===== src/rtl/game_pkg.sv =====
// ---------------------------------------------------------------------------
// game_pkg
// Shared definitions for the PS/2 keyboard front end and the player controller.
//   * KEY_* : bit positions inside the held-key vector (keydown[4:0])
//   * SC_*  : scan-code set 2 constants (prefixes, mapped keys, Enter)
//   * FLAG_*/key_map(): the physical-key flag table used by the decoder
//   * rx_state_t / dec_state_t : receiver and decoder state encodings
// ---------------------------------------------------------------------------
package game_pkg;

    // Held-key vector bit indices (consumed by the player controller)
    localparam int KEY_UP    = 0;
    localparam int KEY_LEFT  = 1;
    localparam int KEY_RIGHT = 2;
    localparam int KEY_DOWN  = 3;
    localparam int KEY_JUMP  = 4;

    // Scan-code set 2 constants
    localparam logic [7:0] SC_E0    = 8'hE0;
    localparam logic [7:0] SC_F0    = 8'hF0;
    localparam logic [7:0] SC_W     = 8'h1D;
    localparam logic [7:0] SC_A     = 8'h1C;
    localparam logic [7:0] SC_D     = 8'h23;
    localparam logic [7:0] SC_S     = 8'h1B;
    localparam logic [7:0] SC_SPACE = 8'h29;
    localparam logic [7:0] SC_UP    = 8'h75;
    localparam logic [7:0] SC_LEFT  = 8'h6B;
    localparam logic [7:0] SC_RIGHT = 8'h74;
    localparam logic [7:0] SC_DOWN  = 8'h72;
    localparam logic [7:0] SC_ENTER = 8'h5A;

    // One held flag per physical key
    localparam int FLAG_W     = 0;
    localparam int FLAG_A     = 1;
    localparam int FLAG_D     = 2;
    localparam int FLAG_S     = 3;
    localparam int FLAG_SPACE = 4;
    localparam int FLAG_UP    = 5;
    localparam int FLAG_LEFT  = 6;
    localparam int FLAG_RIGHT = 7;
    localparam int FLAG_DOWN  = 8;
    localparam int NUM_KEYS   = 9;

    typedef struct packed {
        logic       ext;    // 1: code only valid after an E0 prefix
        logic [7:0] code;
    } key_map_t;

    // Flag index -> (extended?, scan code)
    function automatic key_map_t key_map(input int idx);
        key_map_t m;
        m = '{ext: 1'b0, code: 8'h00};
        case (idx)
            FLAG_W:     m = '{ext: 1'b0, code: SC_W};
            FLAG_A:     m = '{ext: 1'b0, code: SC_A};
            FLAG_D:     m = '{ext: 1'b0, code: SC_D};
            FLAG_S:     m = '{ext: 1'b0, code: SC_S};
            FLAG_SPACE: m = '{ext: 1'b0, code: SC_SPACE};
            FLAG_UP:    m = '{ext: 1'b1, code: SC_UP};
            FLAG_LEFT:  m = '{ext: 1'b1, code: SC_LEFT};
            FLAG_RIGHT: m = '{ext: 1'b1, code: SC_RIGHT};
            FLAG_DOWN:  m = '{ext: 1'b1, code: SC_DOWN};
            default:    m = '{ext: 1'b0, code: 8'h00};
        endcase
        return m;
    endfunction

    typedef enum logic [1:0] {
        RX_IDLE,
        RX_DATA,
        RX_PARITY,
        RX_STOP
    } rx_state_t;

    typedef enum logic [1:0] {
        DEC_BASE,
        DEC_BRK,
        DEC_EXT,
        DEC_EXT_BRK
    } dec_state_t;

endpackage


===== src/rtl/ps2_rx.sv =====
// ---------------------------------------------------------------------------
// ps2_rx
// PS/2 device-to-host frame receiver: 2-FF synchronizers, ps2_clk glitch
// filter, 11-bit frame FSM (start, 8 data LSB first, odd parity, stop) and
// a mid-frame timeout.
// Ports:
//   clk, rst        system clock, synchronous active-low reset
//   ps2_clk         raw PS/2 clock pin (asynchronous)
//   ps2_data        raw PS/2 data pin (asynchronous)
//   rx_byte         received byte, valid while byte_valid is high
//   byte_valid      one-cycle pulse, good frame received
//   frame_err       one-cycle pulse, parity/stop/timeout failure
// ---------------------------------------------------------------------------
module ps2_rx
    import game_pkg::*;
#(
    parameter int FILTER_LEN = 4,
    parameter int TIMEOUT    = 100000
) (
    input  logic       clk,
    input  logic       rst,
    input  logic       ps2_clk,
    input  logic       ps2_data,
    output logic [7:0] rx_byte,
    output logic       byte_valid,
    output logic       frame_err
);

    localparam int FW = $clog2(FILTER_LEN + 1);
    localparam int TW = $clog2(TIMEOUT + 1);

    logic [1:0]    r_clk_sync;
    logic [1:0]    r_data_sync;
    logic          r_filt;
    logic [FW-1:0] r_filt_cnt;

    logic          w_clk_s;
    logic          w_data;
    logic          w_flip;
    logic          w_fall;

    assign w_clk_s = r_clk_sync[1];
    assign w_data  = r_data_sync[1];

    // The filtered level flips on the FILTER_LEN-th consecutive sample that
    // disagrees with it; a flip from 1 to 0 is the sample edge.
    assign w_flip = (w_clk_s != r_filt) && (r_filt_cnt == FW'(FILTER_LEN - 1));
    assign w_fall = w_flip && r_filt;

    always_ff @(posedge clk) begin
        if (!rst) begin
            r_clk_sync  <= 2'b11;
            r_data_sync <= 2'b11;
            r_filt      <= 1'b1;
            r_filt_cnt  <= '0;
        end else begin
            r_clk_sync  <= {r_clk_sync[0], ps2_clk};
            r_data_sync <= {r_data_sync[0], ps2_data};
            if (w_clk_s == r_filt) begin
                r_filt_cnt <= '0;
            end else if (w_flip) begin
                r_filt     <= w_clk_s;
                r_filt_cnt <= '0;
            end else begin
                r_filt_cnt <= r_filt_cnt + FW'(1);
            end
        end
    end

    // Frame FSM
    rx_state_t     r_state, w_state_next;
    logic [7:0]    r_shift, w_shift_next;
    logic [2:0]    r_bit_cnt, w_bit_cnt_next;
    logic          r_par, w_par_next;      // running XOR, 1 means odd parity so far
    logic [TW-1:0] r_tmo, w_tmo_next;
    logic          r_valid, w_valid_next;
    logic          r_err, w_err_next;

    always_comb begin
        w_state_next   = r_state;
        w_shift_next   = r_shift;
        w_bit_cnt_next = r_bit_cnt;
        w_par_next     = r_par;
        w_valid_next   = 1'b0;
        w_err_next     = 1'b0;
        w_tmo_next     = (r_state == RX_IDLE || w_fall) ? '0 : r_tmo + TW'(1);

        if (r_state != RX_IDLE && !w_fall && r_tmo == TW'(TIMEOUT - 1)) begin
            w_state_next = RX_IDLE;
            w_err_next   = 1'b1;
            w_tmo_next   = '0;
        end else if (w_fall) begin
            case (r_state)
                RX_IDLE: begin
                    // A high data line on an idle edge is ignored silently
                    if (!w_data) begin
                        w_state_next   = RX_DATA;
                        w_bit_cnt_next = 3'd0;
                        w_par_next     = 1'b0;
                    end
                end
                RX_DATA: begin
                    w_shift_next   = {w_data, r_shift[7:1]};
                    w_par_next     = r_par ^ w_data;
                    w_bit_cnt_next = r_bit_cnt + 3'd1;
                    if (r_bit_cnt == 3'd7) begin
                        w_state_next = RX_PARITY;
                    end
                end
                RX_PARITY: begin
                    w_par_next   = r_par ^ w_data;
                    w_state_next = RX_STOP;
                end
                RX_STOP: begin
                    w_state_next = RX_IDLE;
                    if (w_data && r_par) begin
                        w_valid_next = 1'b1;
                    end else begin
                        w_err_next = 1'b1;
                    end
                end
                default: w_state_next = RX_IDLE;
            endcase
        end
    end

    always_ff @(posedge clk) begin
        if (!rst) begin
            r_state   <= RX_IDLE;
            r_shift   <= '0;
            r_bit_cnt <= '0;
            r_par     <= 1'b0;
            r_tmo     <= '0;
            r_valid   <= 1'b0;
            r_err     <= 1'b0;
        end else begin
            r_state   <= w_state_next;
            r_shift   <= w_shift_next;
            r_bit_cnt <= w_bit_cnt_next;
            r_par     <= w_par_next;
            r_tmo     <= w_tmo_next;
            r_valid   <= w_valid_next;
            r_err     <= w_err_next;
        end
    end

    // The shift register is untouched in the cycle after the stop edge
    assign rx_byte    = r_shift;
    assign byte_valid = r_valid;
    assign frame_err  = r_err;

endmodule


===== src/rtl/ps2_keys.sv =====
// ---------------------------------------------------------------------------
// ps2_keys
// PS/2 keyboard front end: receives scan-code set 2 bytes, tracks make/break
// and E0-extended sequences, keeps one held flag per mapped key and drives
// the held-key vector for the player controller.
// Ports:
//   clk, rst        system clock, synchronous active-low reset
//   ps2_clk         raw PS/2 clock pin
//   ps2_data        raw PS/2 data pin
//   keydown[4:0]    held keys: up, left, right, down, jump
//   start           one-cycle pulse on an Enter make
//   frame_err       one-cycle pulse on a receive failure
// ---------------------------------------------------------------------------
module ps2_keys
    import game_pkg::*;
#(
    parameter int FILTER_LEN = 4,
    parameter int TIMEOUT    = 100000
) (
    input  logic       clk,
    input  logic       rst,
    input  logic       ps2_clk,
    input  logic       ps2_data,
    output logic [4:0] keydown,
    output logic       start,
    output logic       frame_err
);

    logic [7:0] w_rx_byte;
    logic       w_valid;
    logic       w_err;

    ps2_rx #(
        .FILTER_LEN (FILTER_LEN),
        .TIMEOUT    (TIMEOUT)
    ) u_rx (
        .clk        (clk),
        .rst        (rst),
        .ps2_clk    (ps2_clk),
        .ps2_data   (ps2_data),
        .rx_byte    (w_rx_byte),
        .byte_valid (w_valid),
        .frame_err  (w_err)
    );

    // Decoder FSM
    dec_state_t r_dec, w_dec_next;
    logic       w_apply;        // a non-prefix byte completes a sequence
    logic       w_make;         // 1: make, 0: break
    logic       w_ext;          // sequence carried an E0 prefix
    logic       w_start_next;
    logic       r_start;

    always_comb begin
        w_dec_next   = r_dec;
        w_apply      = 1'b0;
        w_make       = 1'b0;
        w_ext        = 1'b0;
        w_start_next = 1'b0;

        if (w_err) begin
            // A lost byte may have been part of a sequence: drop any prefix
            w_dec_next = DEC_BASE;
        end else if (w_valid) begin
            case (r_dec)
                DEC_BASE: begin
                    if (w_rx_byte == SC_E0) begin
                        w_dec_next = DEC_EXT;
                    end else if (w_rx_byte == SC_F0) begin
                        w_dec_next = DEC_BRK;
                    end else begin
                        w_apply      = 1'b1;
                        w_make       = 1'b1;
                        w_start_next = (w_rx_byte == SC_ENTER);
                        w_dec_next   = DEC_BASE;
                    end
                end
                DEC_EXT: begin
                    if (w_rx_byte == SC_F0) begin
                        w_dec_next = DEC_EXT_BRK;
                    end else if (w_rx_byte == SC_E0) begin
                        w_dec_next = DEC_EXT;
                    end else begin
                        w_apply    = 1'b1;
                        w_make     = 1'b1;
                        w_ext      = 1'b1;
                        w_dec_next = DEC_BASE;
                    end
                end
                DEC_BRK: begin
                    if (w_rx_byte == SC_E0) begin
                        w_dec_next = DEC_EXT_BRK;
                    end else begin
                        w_apply    = 1'b1;
                        w_dec_next = DEC_BASE;
                    end
                end
                DEC_EXT_BRK: begin
                    w_apply    = 1'b1;
                    w_ext      = 1'b1;
                    w_dec_next = DEC_BASE;
                end
                default: w_dec_next = DEC_BASE;
            endcase
        end
    end

    always_ff @(posedge clk) begin
        if (!rst) begin
            r_dec   <= DEC_BASE;
            r_start <= 1'b0;
        end else begin
            r_dec   <= w_dec_next;
            r_start <= w_start_next;
        end
    end

    // Held flags: a flag only reacts to its own code with a matching prefix,
    // so unmapped codes fall through untouched.
    logic [NUM_KEYS-1:0] w_held;

    for (genvar gi = 0; gi < NUM_KEYS; gi++) begin : g_key
        localparam key_map_t KM = key_map(gi);
        logic r_flag;

        always_ff @(posedge clk) begin
            if (!rst) begin
                r_flag <= 1'b0;
            end else if (w_apply && (w_ext == KM.ext) && (w_rx_byte == KM.code)) begin
                r_flag <= w_make;
            end
        end

        assign w_held[gi] = r_flag;
    end

    // Plain and extended keys with the same meaning share one output bit
    assign keydown[KEY_UP]    = w_held[FLAG_W] | w_held[FLAG_UP];
    assign keydown[KEY_LEFT]  = w_held[FLAG_A] | w_held[FLAG_LEFT];
    assign keydown[KEY_RIGHT] = w_held[FLAG_D] | w_held[FLAG_RIGHT];
    assign keydown[KEY_DOWN]  = w_held[FLAG_S] | w_held[FLAG_DOWN];
    assign keydown[KEY_JUMP]  = w_held[FLAG_SPACE];

    assign start     = r_start;
    assign frame_err = w_err;

endmodule


===== config.mk =====
export PLATFORM = sky130hd
export DESIGN_NAME = ps2_keys
export DESIGN_NICKNAME = d
export VERILOG_FILES = /design/src/rtl/game_pkg.sv /design/src/rtl/ps2_rx.sv /design/src/rtl/ps2_keys.sv
export SDC_FILE = /design/constraint.sdc
export NUM_CORES = 1
export LEC_CHECK = 0
export CORE_MARGIN = 10
export CORE_UTILIZATION = 35
export CTS_CLUSTER_DIAMETER = 60
export DETAILED_ROUTE_END_ITERATION = 7
export GPL_TIMING_DRIVEN = 0
export PLACE_DENSITY_LB_ADDON = 0.15
export SLEW_MARGIN = 30
export SYNTH_ARGS = -nofsm -noshare
export SYNTH_HDL_FRONTEND = slang
export SYNTH_SLANG_ARGS = --single-unit

===== constraint.sdc =====
create_clock -name clk -period 1.5 [get_ports clk]
set_input_delay 0.225 -clock clk [delete_from_list [all_inputs] [get_ports clk]]
set_output_delay 0.225 -clock clk [all_outputs]
set_load 0.01 [all_outputs]

Word-level counts from Yosys, hierarchy flattened
Cells that the tools add are included.

cells by class
  add/sub/neg operators = 3
  $mul = 0
  div/mod/pow operators = 0
  order comparisons = 0
  eq/ne operators = 25
  shifts and indexed selects = 0
  mux-type cells = 31
  bitwise logic cells = 13
  reductions and logical operators = 35

operators with widths
  operator                 number
  $eq A8 B7 Y1 const B     5
  $eq A8 B5 Y1 const B     3
  $add A17 B1 Y17 const B  1
  $eq A17 B17 Y1 const B   1
  $mux W1                  17
  $eq A8 B6 Y1 const B     2
  $eq A8 B8 Y1 const B     2
  $logic_and A1 B1 Y1      16
  $pmux W2 S4              2
  $mux W2                  6
  $eq A2 B2 Y1 const B     4
  $not A1 Y1               8
  $reduce_and A4 Y1        2
  $add A3 B1 Y3 const B    2
  $pmux W1 S2              3
  $pmux W3 S2              1
  $reduce_and A3 Y1        2
  $reduce_bool A2 Y1       3
  $reduce_or A2 Y1         3
  $reduce_or A3 Y1         2
  $reduce_or A6 Y1         1
  $eq A2 B1 Y1 const B     2
  $logic_not A2 Y1         2
  $or A1 B1 Y1             4
  13 further kinds         13

word-level totals
  bits in registers = 53
  bits in latches = 0
  bits in writable memories = 0
  ROM bits = 0
  bits of input ports = 4
  output and inout port bits = 7
  logic and storage cells = 129
  memories = 0

Longest topological paths before layout
Gate-level depths: netlist of run 1.

  depth in word-level cells = 9
  depth in mapped cells = 8
  mapped depth without buffers = 6

By module
A second synthesis of run 1 with hierarchy kept.

unflattened totals
  cells, all modules = 267
  area total of the unflattened synthesis = 2491.1 sq um

modules (own cells, without submodules)
  module    instances  cells an instance  area an instance (sq um)  sequential area each (sq um)
  ps2_rx    1          190                1759.2                    820.8
  ps2_keys  1          77                 732.0                     240.2

Least setup slack after synthesis of run 1
Ideal clock, no wire load.

  kind = register -> register
  from = register u_rx.r_filt_cnt[0]
  to = register u_rx.r_state[0]
  arrival time = 1.548 ns
  required time = 1.420 ns
  slack = -0.127 ns
  cell stages (with the launch flop) = 8
  path through = dfxtp_1 > ha_1 > ha_1 > and3b_1 > buf_6 > nand3_1 > mux2_2 > nor3b_1

on the way
  word-level cells in the longest chain between the ends = 7

RTL lines
  element                           RTL line       source
  from (decl)                       ps2_rx.sv:35   logic [FW-1:0] r_filt_cnt;
  from (signal assigned)            ps2_rx.sv:65   r_filt_cnt <= r_filt_cnt + FW'(1);
  $eq A3 B2 Y1 *                    ps2_rx.sv:47   assign w_flip = (w_clk_s != r_filt) && (r_filt_cnt == FW'(FILTER_LEN - 1));
  $logic_and A1 B1 Y1 *             ps2_rx.sv:47
  $logic_and A1 B1 Y1 *             ps2_rx.sv:48   assign w_fall = w_flip && r_filt;
  $logic_not A1 Y1                  ps2_rx.sv:88   if (r_state != RX_IDLE && !w_fall && r_tmo == TW'(TIMEOUT - 1)) begin
  $logic_and A1 B1 Y1 (2 in a row)  ps2_rx.sv:88
  $reduce_or A2 Y1 (no line)        --
  to (signal assigned)              ps2_rx.sv:137  r_state <= w_state_next;
  to (decl)                         ps2_rx.sv:71   rx_state_t r_state, w_state_next;

Mark *: on every way between the ends. The rest lies on a longest branch, timed or not.
A chain may end at the register's enable or synchronous reset.

Worst setup path after layout of run 1
Ends and elaborated chain as after synthesis.

==> results of run 1 <==
synthesized netlist by cell type, types with 2 or more instances:
master and number:
clkbuf_1 4, nor2b_1 12, ha_1 10, dfxtp_1 53
buf_2 2, nand2_1 30, nor3b_1 4, nor4bb_1 2
nor3_1 4, nand2b_1 6, nor4_1 9, or2_2 5
a21boi_0 10, buf_6 2, mux2i_1 9, o21ai_0 5
o21a_1 2, nand4b_1 3, xor2_1 4, and2_1 2
and3b_1 2, inv_1 8, nand3b_1 4, nand3_1 14
xnor2_1 12, nor2_1 27, and3_1 2, a32oi_1 2
nand4_1 10
flip-flops by register name, indices dropped and copies added, names as in the netlist:
signal / flops
u_rx.rx_byte: 8
u_rx.r_par: 1
u_rx.r_clk_sync: 2
r_dec: 2
u_rx.r_filt_cnt: 3
g_key.r_flag: 9
u_rx.r_filt: 1
u_rx.r_state: 2
u_rx.frame_err: 1
u_rx.byte_valid: 1
u_rx.r_data_sync: 2
start: 1
u_rx.r_bit_cnt: 3
u_rx.r_tmo: 17
timing repair:
item | CTS | global route
gates resized for setup | 37 | 52
buffers inserted | 3 | 8
pin swaps | 16 | 10
setup endpoints to repair | 40 | 43
gates cloned | 2 | 0
path summary, 6_finish.rpt:
kind | startpoint | end | slack, ns | cells past startpoint
setup / recovery | u_rx.r_filt_cnt[0]$_SDFF_PP0_ | u_rx.r_state[0]$_SDFFE_PP0P_ | -0.1 | 7
hold / removal | rst | u_rx.r_data_sync[0]$_SDFF_PN1_ | 0.31 | 2
setup reg to reg | u_rx.r_filt_cnt[0]$_SDFF_PP0_ | u_rx.r_state[0]$_SDFFE_PP0P_ | -0.1 | 7
hold reg to reg | u_rx.r_data_sync[0]$_SDFF_PN1_ | u_rx.r_data_sync[1]$_SDFF_PN1_ | 0.42 | 1
power by group:
group | total (mW) | switching [mW] | internal (mW)
Sequential | 1.41 | 0.00303 | 1.40
Combinational | 0.0425 | 0.0215 | 0.0210
Clock | 1.03 | 0.485 | 0.543
Total | 2.48 | 0.510 | 1.97
worst max-delay path, stage by stage, from the launching register on:
cell     delay (ns)
dfxtp_2        0.34
ha_4           0.16
ha_4           0.16
and3b_2        0.22
buf_6          0.13
nand3_4        0.06
mux2_4         0.31
nor3b_2        0.15
layer usage:
metal | routed length [um] | up-vias | global-route usage
met4 | 97 | 0 | 0.0427
met5 | 0 | - | 0
li1 | - | 1006 | -
met1 | 2550 | 942 | 0.120
met3 | 129 | 8 | 0.0223
met2 | 2440 | 18 | 0.145
cell type report:
cell class                      count  area share
Multi-Input combinational cell    202       0.493
Sequential cell                    53       0.338
Timing Repair Buffer               23      0.0671
Tap cell                           96      0.0373
Clock buffer                        6      0.0256
Buffer                              8      0.0179
Clock inverter                      2      0.0116
Inverter                            8     0.00931
through the flow:
stage	worst slack, ns	setup TNS [ns]	power [mW]
floorplan	-0.0260	-0.0375	1.47
global route	-0.151	-3.25	2.58
detailed placement	-0.298	-8.32	1.49
finish	-0.0981	-1.47	2.48
global placement	-0.239	-7.08	1.49
CTS	-0.144	-2.10	2.52
logic make-up (layout without fill, tap and decap cells):
kind of cell / after synthesis / after routing
AO/OA/AOI/OAI: 23 / 23
buffers and inverters: 17 / 47
AND/OR/NAND/NOR: 143 / 143
XOR/XNOR: 16 / 16
adder cells (fa/ha/maj): 10 / 10
flip-flops: 53 / 53
multiplexers: 10 / 10
==> results.md, run 1 <==
- Post-Synth Adder-Cell Area: 0.0503
- Worst setup path class: reg2reg
- Reg clk slew, reported paths: 0.09 ns
- Root buffer cell: clkbuf_8
- Slew Limit Fails: 0
- Mean Syn Cell Area: 9.14 um^2
- GRT Total Usage: 0.0940
- Core Box Area: 6870 um^2
- Yosys top cell by area: dfxtp_1
- Post-Synth XOR/XNOR Area: 0.0563
- Layout net count: 315
- ANT cells: 0
- Fill count: 695
- Die H: 104 um
- CTS Buffer Depth: 2
- Syn nets: 286
- Total die area: 10900 um^2
- Flip-flop and latch area: 1090 um^2
- CTS tree: yes
- Tcrit/Tclk final: 1.07
- Most common cell after layout, fill and taps aside: dfxtp_1
- Post-layout min period: 1.60 ns
- Post-synth EDFFs: 0
- Fin util: 0.469
- Area grow syn2layout: 29.6%
- Number of global-route vias before repair: 1807
- Hold Fails Final Rpt: 0
- Crit path DAT: 1.84 ns
- First-pass GRT wire length: 8650 um
- Via Count: 1974
- Cells after synthesis: 272
- Multi-input gate area: 1590 um^2
- Routed wire length: 5220 um
- Routed WL per cell: 13.1 um
- Finished Layout Cells: 398
- Antenna-violating nets left: 0
- Clk Latency, worst-skew pair: 0.32 ns
- Async set-reset flop share out of synthesis: 0
- TritonCTS Buffers: 5
- Die width: 104 um
- Fin Hold WS: 0.308 ns
- Max Freq: 626 MHz
- Synth area leaders: dfxtp_1, ha_1, nand2_1
- Max FO, Critical Path: 4
- Final setup fails: 30
- Residual DRC: 0
- Slew @ Worst Pin: 0.429 ns
- Starting Density: 0.362
- H-Tree Depth: 2
- Top cell type's share of synthesized area: 0.427
- Post-detail-place hpwl: 3470 um
- Mux cell area share after synthesis: 0.0407
- Area of the mapped netlist: 2490 um^2
- DP Area: 2740 um^2
- Num ports: 11
- Initial drt markers: 43
- Relative slew slack: 0.714
- # port buffers: 10
- Main combinational cell family by area after synthesis: simple AND/OR/NAND/NOR gates
- Antenna violations before repair: 0
- Violations in the final reports: negative setup slack
- Design area: 3220 um^2
- Commonest register cell after synthesis: dfxtp_1
- Seq/Total Area, Yosys: 0.427
- P per Cell Area: 769 nW/um^2
- Final Worst Setup Slack: -0.0981 ns
- Clk sink count: 53
- Pre-Repair DR Iteration Count: 6
- Clk_skew: 0.00741 ns
- Unrepaired setup endpoints after global routing: yes
- Post-DR vias/cell: 4.96
- Worst endpoint required time: 1.75 ns
- Max_cap viols: 0
- RD Place Congestion: 0.777
- Synthesis-stage register bit count: 53
- Row count: 30
- Total grt overflow: 0
- YS warnings: 0
- Critical path endpoint category: flop
- Cell count after placement: 378
- Largest net degree at the start of global routing: 17
- CTS Hold Bufs: 0
- CP Launch Type: flop
- Status: finished with violations
- Synth Area in Simple Gates: 0.320
- Min-Delay Path Class: in2reg
- Most frequent cells in the layout: dfxtp_1, nand2_1, nor2_1, xnor2_1
- Layout cells sized above 1: 0.298
- Area fraction in compound gates after synthesis: 0.0719
- Yosys cell types: 42
- Leakage power: 1.16 nW
- Maximum VDD drop: 474 uV
(Power assumes the default switching activity.)
==> inputs of run 2 (changes only) <==
REMOVE_ABC_BUFFERS = 1   (was not set)
==> results.md, run 2 (synthesis results as in run 1) <==
- Status: finished with violations
- Violations in the final reports: negative setup slack
- DP Worst Slack: -0.318 ns
- Finished Layout Cells: 396
- First-pass GRT wire length: 8570 um
- Num ports: 11
- Clk Latency, worst-skew pair: 0.32 ns
- Worst setup path class: reg2reg
- Clk sink count: 53
- Reg clk slew, reported paths: 0.10 ns
- Total grt overflow: 0
- Root buffer cell: clkbuf_8
- Max FFs per register: 17
- H-Tree Depth: 2
- Post-DR vias/cell: 4.87
- Hold Fails Final Rpt: 0
- CP Launch Type: flop
- Max FO, Critical Path: 5
- RD Place Congestion: 0.747
- Antenna violations before repair: 0
- Final setup fails: 31
- Routed wire length: 5200 um
- Post-layout min period: 1.63 ns
- P per Cell Area: 718 nW/um^2
- Largest net degree at the start of global routing: 35
- ANT cells: 0
- Setup TNS Final: -0.946 ns
- Worst endpoint required time: 1.74 ns
- Final Worst Setup Slack: -0.131 ns
- Die H: 104 um
- Crit path DAT: 1.88 ns
- Fill count: 653
- Total die area: 10900 um^2
- Maximum VDD drop: 533 uV
- GRT Total Usage: 0.0927
- TritonCTS Buffers: 5
- Area grow syn2layout: 28.5%
- CTS Hold Bufs: 0
- CTS tree: yes
- Min-Delay Path Class: in2reg
- Cell count after placement: 369
- Layout cells sized above 1: 0.330
- Pre-Repair DR Iteration Count: 4
- Most frequent cells in the layout: dfxtp_1, nor2_1, nand2_1, buf_4
- Starting Density: 0.362
- CTS Buffer Depth: 2
- Clk_skew: 0.00960 ns
- Leakage power: 1.13 nW
- Slew Limit Fails: 0
- Antenna-violating nets left: 0
- Core Box Area: 6870 um^2
- Residual DRC: 0
- Post-detail-place hpwl: 3250 um
- Initial drt markers: 70
- Slew @ Worst Pin: 0.618 ns
- Row count: 30
- Via Count: 1927
- Die width: 104 um
- # port buffers: 10
- Most common cell after layout, fill and taps aside: dfxtp_1
- Unrepaired setup endpoints after global routing: yes
- Tcrit/Tclk final: 1.09
- Routed WL per cell: 13.1 um
- Max Freq: 613 MHz
- Number of global-route vias before repair: 1871
- Biggest register: u_rx.r_tmo
- Critical path endpoint category: flop
- Relative slew slack: 0.588
- Max_cap viols: 0
- Layout net count: 313
[run 2: cell type report]
type | count | area [um^2] | share of cell area
Multi-Input combinational cell | 202 | 1580 | 0.495
Tap cell | 96 | 120 | 0.0376
Clock buffer | 5 | 68.8 | 0.0215
Timing Repair Buffer | 29 | 275 | 0.0861
Inverter | 8 | 30.0 | 0.00939
Sequential cell | 53 | 1100 | 0.343
Clock inverter | 3 | 25.0 | 0.00783
[run 2: power breakdown]
| part | internal, mW | leakage [nW] | switching, mW |
|---|---|---|---|
| clock | 0.338 | 0.0447 | 0.515 |
| combinational | 0.0190 | 0.646 | 0.0200 |
| sequential | 1.40 | 0.438 | 0.00299 |
| total | 1.76 | 1.13 | 0.538 |
[run 2: path summary, 6_finish.rpt]
kind	start	cells past startpoint	to	slack [ns]
max reg2reg	u_rx.r_filt_cnt[0]$_SDFF_PP0_	6	u_rx.r_state[0]$_SDFFE_PP0P_	-0.13
min	rst	2	u_rx.r_filt$_SDFFE_PN1P_	0.37
min reg2reg	u_rx.r_data_sync[0]$_SDFF_PN1_	1	u_rx.r_data_sync[1]$_SDFF_PN1_	0.41
max	u_rx.r_filt_cnt[0]$_SDFF_PP0_	6	u_rx.r_state[0]$_SDFFE_PP0P_	-0.13
[run 2: critical path: stages, from the launching register on]
cell     delay [ns]
dfxtp_2        0.36
ha_4           0.15
ha_4           0.13
and3b_2        0.30
nand3_2        0.13
mux2_4         0.32
nor3b_2        0.17
[run 2: layer usage]
layer / up-vias / GRT usage / wire [um]
li1: 1001 / - / -
met1: 897 / 0.108 / 2530
met2: 20 / 0.154 / 2460
met3: 9 / 0.0235 / 122
met4: 0 / 0.0457 / 82
met5: - / 0 / 0
[run 2: metrics by stage]
step	cell area (um^2)	util	power (mW)	hold WS, ns
global route	3200	0.465	2.38	0.399
global placement	2650	0.386	1.49	0.388
finish	3200	0.465	2.30	0.373
floorplan	2430	-	1.46	0.287
CTS	2910	0.424	2.33	0.366
detailed placement	2650	0.385	1.48	0.394
[run 2: repair_timing]
action	4_1_cts	5_1_grt
pin swaps	15	24
endpoints found under the setup margin	39	40
buffers inserted	7	12
gates resized for setup	47	53
==> inputs of run 3 (changes only) <==
ABC_AREA = 1   (was not set)
==> results.md, run 3 <==
- Largest net degree at the start of global routing: 24
- GRT Total Usage: 0.0940
- R2R Setup Slk: 0.01 ns
- Async set-reset flop share out of synthesis: 0
- TritonCTS Buffers: 5
- Min-Delay Path Class: in2reg
- Max FO, Critical Path: 5
- Antenna violations before repair: 0
- Top-count cell post-synth: nand2_1
- Die width: 107 um
- Top cell type's share of synthesized area: 0.405
- Reg clk slew, reported paths: 0.11 ns
- Row count: 31
- Hold depth: 2
- Post-synth EDFFs: 0
- Root buffer cell: clkbuf_8
- YS warnings: 0
- Layout cells sized above 1: 0.193
- Yosys top cell by area: dfxtp_1
- Slew @ Worst Pin: 0.451 ns
- Yosys cell types: 29
- Via Count: 2183
- Clk sink count: 53
- Cells after synthesis: 362
- Antenna-violating nets left: 0
- Seq/Total Area, Yosys: 0.405
- Pre-Repair DR Iteration Count: 4
- Most frequent cells in the layout: nand2_1, inv_1, nor2_1, dfxtp_1, nand3_1
- Biggest register: u_rx.r_tmo
- Synthesis-stage register bit count: 53
- Post-DR vias/cell: 4.52
- H-Tree Depth: 2
- CP Launch Type: flop
- Unrepaired setup endpoints after global routing: yes
- Core Box Area: 7250 um^2
- Leakage power: 1.28 nW
- Top cells by count, synth: nand2_1, inv_1, nor2_1, dfxtp_1, nand3_1
- Die H: 107 um
- Layout net count: 397
- Slew Limit Fails: 0
- Finished Layout Cells: 483
- # port buffers: 10
- CTS Hold Bufs: 0
- First-pass GRT wire length: 9140 um
- Worst setup path class: reg2reg
- Post-detail-place hpwl: 3610 um
- Residual DRC: 0
- Total Power: 2.33 mW
- Design area: 3160 um^2
- Worst R2R End: u_rx.r_tmo[12]$_SDFF_PP0_
- Total die area: 11400 um^2
- Most common cell after layout, fill and taps aside: nand2_1
- Routed WL per cell: 10.8 um
- Routed wire length: 5210 um
- Min-delay src: rst
- Final setup fails: 0
- Hold Fails Final Rpt: 0
- ANT cells: 0
- Post-layout min period: 1.49 ns
- RD Place Congestion: 0.792
- Reg-to-Reg Start: u_rx.r_tmo[1]$_SDFF_PP0_
- Fill count: 754
- Area grow syn2layout: 20.5%
- Status: completed
- Critical path endpoint category: flop
- Fin util: 0.436
- Number of global-route vias before repair: 2068
- Max_cap viols: 0
- CTS tree: yes
- Starting Density: 0.362
- Clk_skew: 0.0139 ns
- Maximum VDD drop: 374 uV
- Relative slew slack: 0.697
- Max Freq: 671 MHz
- CTS Buffer Depth: 2
- Max FFs per register: 17
- Hold EP: u_rx.r_filt$_SDFFE_PN1P_
- Worst R2R Path Depth: 9
- Total grt overflow: 0
- Clk Latency, worst-skew pair: 0.31 ns
- Commonest register cell after synthesis: dfxtp_1
- Mean Syn Cell Area: 7.24 um^2
- P per Cell Area: 737 nW/um^2
- Tcrit/Tclk final: 0.993
- Cell count after placement: 465
- Initial drt markers: 47
- Num ports: 11
- Worst endpoint required time: 1.70 ns
- Area of the mapped netlist: 2620 um^2
- Synth area leaders: dfxtp_1, nand2_1, inv_1
- DP Area: 2800 um^2
- Crit path DAT: 1.69 ns
[run 3: what timing repair did]
item,CTS,global route
pin swaps,1,11
endpoints found under the setup margin,48,31
cloned,2,0
buffers inserted,5,3
resized for setup,29,28
[run 3: cell type report]
type	count	area [um^2]	share of cell area
inverter	56	218	0.0689
sequential	53	1070	0.338
clock buffer	5	68.8	0.0218
timing repair buffer	18	171	0.0542
multi-input combinational	249	1480	0.468
tap	99	124	0.0392
clock inverter	3	28.8	0.00911
[run 3: cell families (layout without fill, tap and decap cells)]
kind of cell             count (synthesis)  after routing  share of synthesized area
AO/OA/AOI/OAI                           33             33                     0.0654
XOR/XNOR                                16             16                     0.0534
adder cells (fa/ha/maj)                 10             10                     0.0477
buffers and inverters                   62             82                     0.0968
flip-flops                              53             53                      0.405
AND/OR/NAND/NOR                        188            190                      0.332
[run 3: critical path, stage by stage, from the launching register on]
cell	delay [ns]
dfxtp_2	0.36
ha_4	0.15
nand2_4	0.06
nor2_4	0.14
nand4_4	0.09
nor2_4	0.15
nand3_4	0.12
buf_12	0.16
nand3_4	0.09
nor2_1	0.06
[run 3: worst max path at each step]
stage,startpoint,to,slack (ns),cells after the start
final,u_rx.r_tmo[1]$_SDFF_PP0_,u_rx.r_tmo[12]$_SDFF_PP0_,0.01,9
after global routing,u_rx.r_filt_cnt[1]$_SDFF_PP0_,u_rx.r_state[0]$_SDFFE_PP0P_,-0.1,8
after detailed placement,rst,start$_SDFF_PP0_,-0.90,5
after CTS,u_rx.r_filt_cnt[0]$_SDFF_PP0_,u_rx.r_tmo[15]$_SDFF_PP0_,-0.03,8
after global placement,rst,start$_SDFF_PP0_,-0.91,5
after floorplan,u_rx.r_filt_cnt[0]$_SDFF_PP0_,u_rx.r_tmo[10]$_SDFF_PP0_,0.03,8
[run 3: per-layer routing]
layer  wire length (um)  track usage  vias to the layer above  part of all wire
li1                   -            -                     1181                 -
met1               2600        0.122                      976              0.50
met2               2420        0.152                       20              0.46
met3                143       0.0248                        6             0.027
met4                 46       0.0203                        0            0.0088
met5                  0            0                        -                 0
[run 3: report_power, final]
group / switching, mW / leakage [nW] / internal, mW
Clock: 0.517 / 0.0511 / 0.353
Sequential: 0.00337 / 0.431 / 1.41
Combinational: 0.0266 / 0.801 / 0.0153
[run 3: through the flow]
stage | setup WS (ns) | TNS (ns) | hold slack, ns
global route | -0.0954 | -0.611 | 0.334
finish | 0.00979 | 0 | 0.323
detailed placement | -0.903 | -18.53 | 0.398
global placement | -0.911 | -16.45 | 0.396
floorplan | 0.0339 | 0 | 0.294
CTS | -0.0309 | -0.183 | 0.416
